==> config.mk <==
export PLATFORM = sky130hd
export DESIGN_NAME = display_mode_ctrl
export DESIGN_NICKNAME = d
export VERILOG_FILES = /design/src/rtl/disp_pkg.sv /design/src/rtl/key_debounce.sv /design/src/rtl/display_mode_ctrl.sv
export SDC_FILE = /design/constraint.sdc
export NUM_CORES = 1
export LEC_CHECK = 0
export CORE_MARGIN = 4
export CORE_UTILIZATION = 39
export CTS_BUF_LIST = sky130_fd_sc_hd__clkbuf_4
export DETAILED_ROUTE_END_ITERATION = 7
export PLACE_DENSITY = 0.87
export SYNTH_ARGS = -nofsm -noshare
export SYNTH_HDL_FRONTEND = slang
export SYNTH_SLANG_ARGS = --single-unit
==> constraint.sdc <==
create_clock -name clk -period 1.7 [get_ports clk]
set_input_delay 0.34 -clock clk [delete_from_list [all_inputs] [get_ports clk]]
set_output_delay 0.34 -clock clk [all_outputs]
set_load 0.1 [all_outputs]
==> src/rtl/disp_pkg.sv <==
// Shared definitions for the display mode controller.
// Holds the mode and field encodings, digit geometry, and the per-field blank
// masks used while a time-of-day field is being edited.
package disp_pkg;

  localparam int BCD_W      = 4;
  localparam int NUM_DIGITS = 6;
  localparam int DIGITS_W   = BCD_W * NUM_DIGITS;

  typedef enum logic [1:0] {
    MODE_TOD = 2'b00,
    MODE_SW  = 2'b01,
    MODE_AL  = 2'b10,
    MODE_SET = 2'b11
  } mode_e;

  typedef enum logic [1:0] {
    FLD_HR  = 2'b00,
    FLD_MIN = 2'b01,
    FLD_SEC = 2'b10
  } field_e;

  localparam logic [NUM_DIGITS-1:0] MASK_HR  = 6'b110000;
  localparam logic [NUM_DIGITS-1:0] MASK_MIN = 6'b001100;
  localparam logic [NUM_DIGITS-1:0] MASK_SEC = 6'b000011;

  // Digits belonging to the field under edit.
  function automatic logic [NUM_DIGITS-1:0] field_mask(input field_e f);
    case (f)
      FLD_HR:  return MASK_HR;
      FLD_MIN: return MASK_MIN;
      FLD_SEC: return MASK_SEC;
      default: return '0;
    endcase
  endfunction

endpackage

==> src/rtl/key_debounce.sv <==
// Push-button conditioner: 2-flop synchronizer, stable-level counter and
// press-pulse generator for one active-low key.
// Ports:
//   clk      - scan clock
//   rst_n    - asynchronous active-low reset (key treated as released)
//   i_key_n  - raw active-low key level
//   o_press  - one-clk pulse when the accepted level falls 1->0
module key_debounce
  import disp_pkg::*;
#(
  parameter int DB_CYCLES = 20
) (
  input  logic clk,
  input  logic rst_n,
  input  logic i_key_n,
  output logic o_press
);

  localparam int CNT_W = (DB_CYCLES > 1) ? $clog2(DB_CYCLES) : 1;
  localparam logic [CNT_W-1:0] CNT_LAST = CNT_W'(DB_CYCLES - 1);

  logic             r_meta;
  logic             r_sync;
  logic             r_acc;
  logic [CNT_W-1:0] r_cnt;
  logic             r_press;

  always_ff @(posedge clk or negedge rst_n) begin
    if (!rst_n) begin
      r_meta  <= 1'b1;
      r_sync  <= 1'b1;
      r_acc   <= 1'b1;
      r_cnt   <= '0;
      r_press <= 1'b0;
    end else begin
      r_meta  <= i_key_n;
      r_sync  <= r_meta;
      r_press <= 1'b0;
      if (r_sync == r_acc) begin
        // Any return to the accepted level restarts the stability count.
        r_cnt <= '0;
      end else if (r_cnt == CNT_LAST) begin
        r_cnt <= '0;
        r_acc <= r_sync;
        // Levels differ here, so an accepted level of 1 means a falling edge.
        r_press <= r_acc;
      end else begin
        r_cnt <= r_cnt + 1'b1;
      end
    end
  end

  assign o_press = r_press;

endmodule

==> src/rtl/display_mode_ctrl.sv <==
// Display scheduler in front of the 6-digit scan/print driver.
// Selects the digit source shown (time-of-day, stopwatch, alarm) and runs the
// time-of-day set mode: two debounced keys, field selection, increment pulses
// and blinking of the field under edit.
// Ports:
//   clk, rst_n            - 1 kHz scan clock, asynchronous active-low reset
//   key_mode_n, key_sel_n - raw active-low MODE / SEL buttons
//   tick_half             - 2 Hz one-clk pulse, blink and timeout timebase
//   tod/sw/al_digits      - 6 BCD digits per source, digit 0 in [3:0]
//   out_digits            - registered selected digits
//   blank_mask            - registered per-digit blank (1 = off)
//   mode                  - 00 TOD, 01 SW, 10 AL, 11 SET_TOD
//   set_field             - 00 hours, 01 minutes, 10 seconds
//   inc_pulse             - one-clk increment request for set_field
module display_mode_ctrl
  import disp_pkg::*;
#(
  parameter int DB_CYCLES     = 20,
  parameter int TIMEOUT_HALFS = 20
) (
  input  logic                  clk,
  input  logic                  rst_n,
  input  logic                  key_mode_n,
  input  logic                  key_sel_n,
  input  logic                  tick_half,
  input  logic [DIGITS_W-1:0]   tod_digits,
  input  logic [DIGITS_W-1:0]   sw_digits,
  input  logic [DIGITS_W-1:0]   al_digits,
  output logic [DIGITS_W-1:0]   out_digits,
  output logic [NUM_DIGITS-1:0] blank_mask,
  output logic [1:0]            mode,
  output logic [1:0]            set_field,
  output logic                  inc_pulse
);

  localparam int TO_W = (TIMEOUT_HALFS > 1) ? $clog2(TIMEOUT_HALFS) : 1;
  localparam logic [TO_W-1:0] TO_LAST = TO_W'(TIMEOUT_HALFS - 1);

  logic w_mode_press;
  logic w_sel_press;
  logic w_mode_ev;
  logic w_sel_ev;
  logic w_clr_phase;

  mode_e     r_mode,  w_nxt_mode;
  field_e    r_field, w_nxt_field;
  logic      r_inc,   w_nxt_inc;
  logic      r_phase, w_nxt_phase;
  logic [TO_W-1:0] r_to, w_nxt_to;

  logic [DIGITS_W-1:0]   r_out;
  logic [NUM_DIGITS-1:0] r_blank;
  logic [DIGITS_W-1:0]   w_src;

  key_debounce #(.DB_CYCLES(DB_CYCLES)) u_db_mode (
    .clk     (clk),
    .rst_n   (rst_n),
    .i_key_n (key_mode_n),
    .o_press (w_mode_press)
  );

  key_debounce #(.DB_CYCLES(DB_CYCLES)) u_db_sel (
    .clk     (clk),
    .rst_n   (rst_n),
    .i_key_n (key_sel_n),
    .o_press (w_sel_press)
  );

  // SEL wins a same-cycle collision; the MODE event is discarded.
  assign w_sel_ev  = w_sel_press;
  assign w_mode_ev = w_mode_press & ~w_sel_press;

  always_ff @(posedge clk or negedge rst_n) begin
    if (!rst_n) begin
      r_mode  <= MODE_TOD;
      r_field <= FLD_HR;
      r_inc   <= 1'b0;
      r_phase <= 1'b0;
      r_to    <= '0;
    end else begin
      r_mode  <= w_nxt_mode;
      r_field <= w_nxt_field;
      r_inc   <= w_nxt_inc;
      r_phase <= w_nxt_phase;
      r_to    <= w_nxt_to;
    end
  end

  always_comb begin
    w_nxt_mode  = r_mode;
    w_nxt_field = r_field;
    w_nxt_inc   = 1'b0;
    w_nxt_phase = r_phase;
    w_nxt_to    = r_to;
    w_clr_phase = 1'b0;

    case (r_mode)
      MODE_TOD: begin
        if (w_sel_ev) begin
          w_nxt_mode  = MODE_SET;
          w_nxt_field = FLD_HR;
        end else if (w_mode_ev) begin
          w_nxt_mode = MODE_SW;
        end
      end
      MODE_SW: begin
        if (w_mode_ev) w_nxt_mode = MODE_AL;
      end
      MODE_AL: begin
        if (w_mode_ev) w_nxt_mode = MODE_TOD;
      end
      MODE_SET: begin
        if (w_sel_ev) begin
          w_clr_phase = 1'b1;
          w_nxt_to    = '0;
          case (r_field)
            FLD_HR:  w_nxt_field = FLD_MIN;
            FLD_MIN: w_nxt_field = FLD_SEC;
            default: begin
              w_nxt_mode  = MODE_TOD;
              w_nxt_field = FLD_HR;
            end
          endcase
        end else if (w_mode_ev) begin
          w_nxt_inc   = 1'b1;
          w_clr_phase = 1'b1;
          w_nxt_to    = '0;
        end else if (tick_half) begin
          if (r_to == TO_LAST) begin
            w_nxt_mode  = MODE_TOD;
            w_nxt_field = FLD_HR;
          end else begin
            w_nxt_to = r_to + 1'b1;
          end
        end
      end
    endcase

    // Blink phase only runs while staying in SET_TOD; entry, field change and
    // increment all restart it visible, overriding a coincident tick.
    if ((w_nxt_mode != MODE_SET) || (r_mode != MODE_SET) || w_clr_phase) begin
      w_nxt_phase = 1'b0;
    end else if (tick_half) begin
      w_nxt_phase = ~r_phase;
    end

    if (w_nxt_mode != MODE_SET) begin
      w_nxt_to = '0;
    end
  end

  always_comb begin
    case (r_mode)
      MODE_SW: w_src = sw_digits;
      MODE_AL: w_src = al_digits;
      default: w_src = tod_digits;
    endcase
  end

  // Display outputs are registered from the current state, so they trail a
  // mode change by one cycle and no input reaches an output combinationally.
  always_ff @(posedge clk or negedge rst_n) begin
    if (!rst_n) begin
      r_out   <= '0;
      r_blank <= '0;
    end else begin
      r_out   <= w_src;
      r_blank <= ((r_mode == MODE_SET) && r_phase) ? field_mask(r_field) : '0;
    end
  end

  assign out_digits = r_out;
  assign blank_mask = r_blank;
  assign mode       = r_mode;
  assign set_field  = r_field;
  assign inc_pulse  = r_inc;

endmodule

==> implementation parameters <==
Parameter                              Value

STA
  Portion of the clock cycle consumed by the worst path in the final layout    104%
  Setup clock skew after layout    roughly 0.0075 ns
  Fmax    about 560 MHz
  Number of setup violations in the final report    8
  Transition time at the pin with the least slew margin    around 0.40 ns
  Clock period minus final worst setup slack    1.77 ns
  Worst slew slack as a fraction of its limit    around three quarters
  Slack of the critical path    -0.0713 ns
  Max Slew Vio Count    0
  Final hold violation count    0
  RSZ-0062 raised after global routing    true

Synth
  Total of flip-flops plus latches after synthesis    56
  Part of the Yosys area used for sequential elements    ~54%
  Cell count after synthesis    243
  Main area contributors after synthesis    sky130_fd_sc_hd__dfrtp_1 (48%), sky130_fd_sc_hd__a22oi_1 (6.9%), sky130_fd_sc_hd__dfstp_2 (6.0%), sky130_fd_sc_hd__nor2_1 (5.6%), sky130_fd_sc_hd__a21oi_1 (5.2%)
  Syn Nets    about 330
  Area of the mapped netlist    approximately 0.0026 mm^2
  Post-Syn Area per Cell    about 11 um^2
  Biggest area consumer among synthesized cells    sky130_fd_sc_hd__dfrtp_1
  Count of warnings emitted by yosys    0
  Number of distinct library cells after synthesis    47
  Synth top area share    between 40% and 50%

Global route
  Global-route wire length before repair    between 10 and 15 mm
  Busiest layer in global routing    met2
  Met1 usage in global routing    between 10% and 20%
  Total Routing Usage GR    between 15 and 20%
  Pin count of the biggest net entering global routing    57
  Initial antenna violation count    0
  Grt ovf    0
  Number of global-route vias before repair    approximately 2.4k
  Global Route met3 Usage    ~6.6%
  Met2 usage in global routing    between 30% and 40%

Clocking
  CTS tree    done
  Number of levels in the clock H-tree    2
  Clock tree buffer depth    2
  Number of buffers inserted during clock tree synthesis    5
  Skew-Pair Late Insertion Delay    0.37 ns
  Sink Count    56
  CTS Root Cell    sky130_fd_sc_hd__clkbuf_4
  Post-CTS clock slew at the launch and capture registers of the worst setup and hold paths    around 0.16 ns

Critical path
  Launching element type of the critical path    register
  Standard cell with the maximum stage delay on the critical path    sky130_fd_sc_hd__dfrtp_4
  Most frequent cell on the critical path    sky130_fd_sc_hd__buf_4
  CP Data Arrival Time    ~2.1 ns
  Reg-to-reg slack, setup    -0.07 ns
  WP buf/inv    2
  Capture point of the worst reg-to-reg path    r_to[1]
  Longest individual stage delay on the worst path    around 0.54 ns
  Path depth of the worst reg2reg path    7
  WS Path Type    register to register
  Top cell family by delay on the critical path    flip-flops
  Required time of the worst setup path    roughly 2 ns
  Kind of end point of the critical path    register
  List of cells traversed by the critical path    buf_4, ha_4, nor4bb_4, a221o_2, o41ai_4, buf_4, nor3_2
  Max FO, Critical Path    4
  Launching point of the worst reg2reg path    mode[0]

Layout
  Fillers    around 440
  Synthesis-to-finish area growth    72.4%
  Fin nets    about 450
  ANT cells    0
  Share of post-route cells with drive strength above 1    just under 30%
  Highest-count cells in the layout ignoring fill and taps    sky130_fd_sc_hd__clkdlybuf4s50_1 (75), sky130_fd_sc_hd__dfrtp_1 (47), sky130_fd_sc_hd__nor2_1 (39)
  Most common cell after layout, fill and taps aside    sky130_fd_sc_hd__clkdlybuf4s50_1

Power and ir drop
  Leakage power total    around 1.9 nW
  Pwr Total    2.76 mW
  P per Cell Area    around 610 mW/mm^2
  Worst supply voltage drop on vdd    a little under 0.3 mV

Hold path
  Capture endpoint of the worst hold path    u_db_sel.r_meta
  Hold path start    key_sel_n
  Hold Path Stages    1
  Hold Path Class    input port to register

Outcome
  Outcome    finished with violations
  Violations in the final reports    setup timing

Placement
  Post-placement worst setup slack    -0.179 ns
  Number of input and output port buffers inserted    111
  HPWL after detailed placement    approximately 5.3 mm
  Routability congestion estimate    approximately 0.79

Die
  Std-Cell Rows    29
  IO Count    between 100 and 150
  Placeable Area    0.00642 mm^2
  Initial Util    around two fifths
  Die width    89.8 um
  Vertical extent of the die    about 90 um
  DIE AREA    between 0.008 and 0.009 mm^2

Drt
  Post-route DRC violation count    0
  Routed len/inst    16.0 um
  Via count    around 2.3k
  Drt initial violations    91
  TritonRoute pass-1 iters    4
  Overall routed net length    around 7.2 mm
  Drt via density    5.24
  ANT nets after route    0

Run
  Number of maximum-capacitance constraint violations    0
==> stage by stage <==
step	hold slack [ns]	TNS [ns]	utilization, %	instance area (um^2)	cells
floorplan	0.0444	-0.656	-	2620	243
global placement	0.347	-0.325	65.8	4230	432
detailed placement	0.351	-0.793	65.8	4230	432
CTS	0.354	-0.126	68.4	4390	445
global route	0.341	-1.03	70.0	4500	447
finish	0.370	-0.481	70.0	4500	447
==> flip-flops by register name, indices dropped and copies added (netlist names), 2 cells and up <==
signal and cells:
out_digits 24, r_to 5, u_db_mode.r_cnt 5, u_db_sel.r_cnt 5
blank_mask 3, mode 2, set_field 2
==> kinds of logic after synthesis <==
| group | Yosys count | synth area share (%) |
|---|---|---|
| buf+inv | 21 | 4.56 |
| flops | 56 | 54.0 |
| fa+ha+maj | 7 | 3.36 |
| xor+xnor | 9 | 3.02 |
| compound gates | 66 | 18.1 |
| mux | 2 | 0.864 |
| simple gates | 82 | 16.0 |
==> synthesized netlist by cell type, drive strengths merged <==
cell type / instances
nor4b: 1
clkbuf: 11
dfrtp: 50
and3: 3
a32oi: 1
ha: 7
inv: 4
and2: 2
nand3: 7
and2b: 2
mux2: 2
o21bai: 1
nand4: 1
a32o: 1
nor4: 2
o22ai: 1
or2: 2
nor4bb: 1
a221o: 1
nand2: 6
a22oi: 25
a21oi: 27
nor3: 8
a31oi: 2
and4bb: 1
a21o: 2
o21ai: 2
xor2: 6
nor3b: 5
dfstp: 6
and4: 1
o41ai: 1
xnor2: 3
or3b: 1
a21bo: 2
nor2: 39
buf: 6
==> timing repair <==
item | 4_1_cts | 5_1_grt
pin swaps | 3 | 7
setup buffers | 4 | 2
endpoints found under the setup margin | 6 | 15
hold buffers | 1 | 0
gates resized for setup | 8 | 16
hold endpoints to repair | 50 | 0
==> worst max path at each step <==
| stage | endpoint | depth (start not counted) | slack, ns | start |
|---|---|---|---|---|
| 4_1_cts | r_to[2] | 6 | -0.08 | mode[1] |
| 3_3_place_gp | r_to[3] | 5 | -0.05 | tick_half |
| 6_report | r_to[1] | 7 | -0.07 | mode[0] |
| 3_5_place_dp | r_to[2] | 6 | -0.18 | tick_half |
| 2_1_floorplan | r_phase | 7 | -0.11 | mode[1] |
| 5_1_grt | r_phase | 6 | -0.15 | r_to[0] |
==> per-layer routing <==
metal  up-vias  routed length [um]
met5         -                   0
li1       1118                   -
met2        85                3790
met3         8                 638
met4         0                  57
met1      1130                2660
==> final cells by class <==
type	count	area [um^2]	share of cell area, %
multi-input cells	166	1200	26.6
clock buffers	6	45.0	1.00
clock inverters	2	35.0	0.779
repair buffers	136	1690	37.5
flip-flops and latches	56	1420	31.5
well taps	77	96.3	2.14
inverters	4	17.5	0.390
==> report_power, final <==
part / internal, mW / leakage (nW) / total (mW) / switching, mW
logic: 0.296 / 1.14 / 0.615 / 0.319
registers: 1.38 / 0.695 / 1.42 / 0.0377
clock network: 0.325 / 0.0456 / 0.729 / 0.404
==> worst reg2reg max path: cells and delay by family, from the launching register on <==
family / cells / cell delay, ns
adder cells (fa/ha/maj): 1 / 0.16
buffers and inverters: 2 / 0.36
AO/OA/AOI/OAI: 2 / 0.41
AND/OR/NAND/NOR: 2 / 0.19
flip-flops: 1 / 0.54
(Power assumes the default switching activity.)
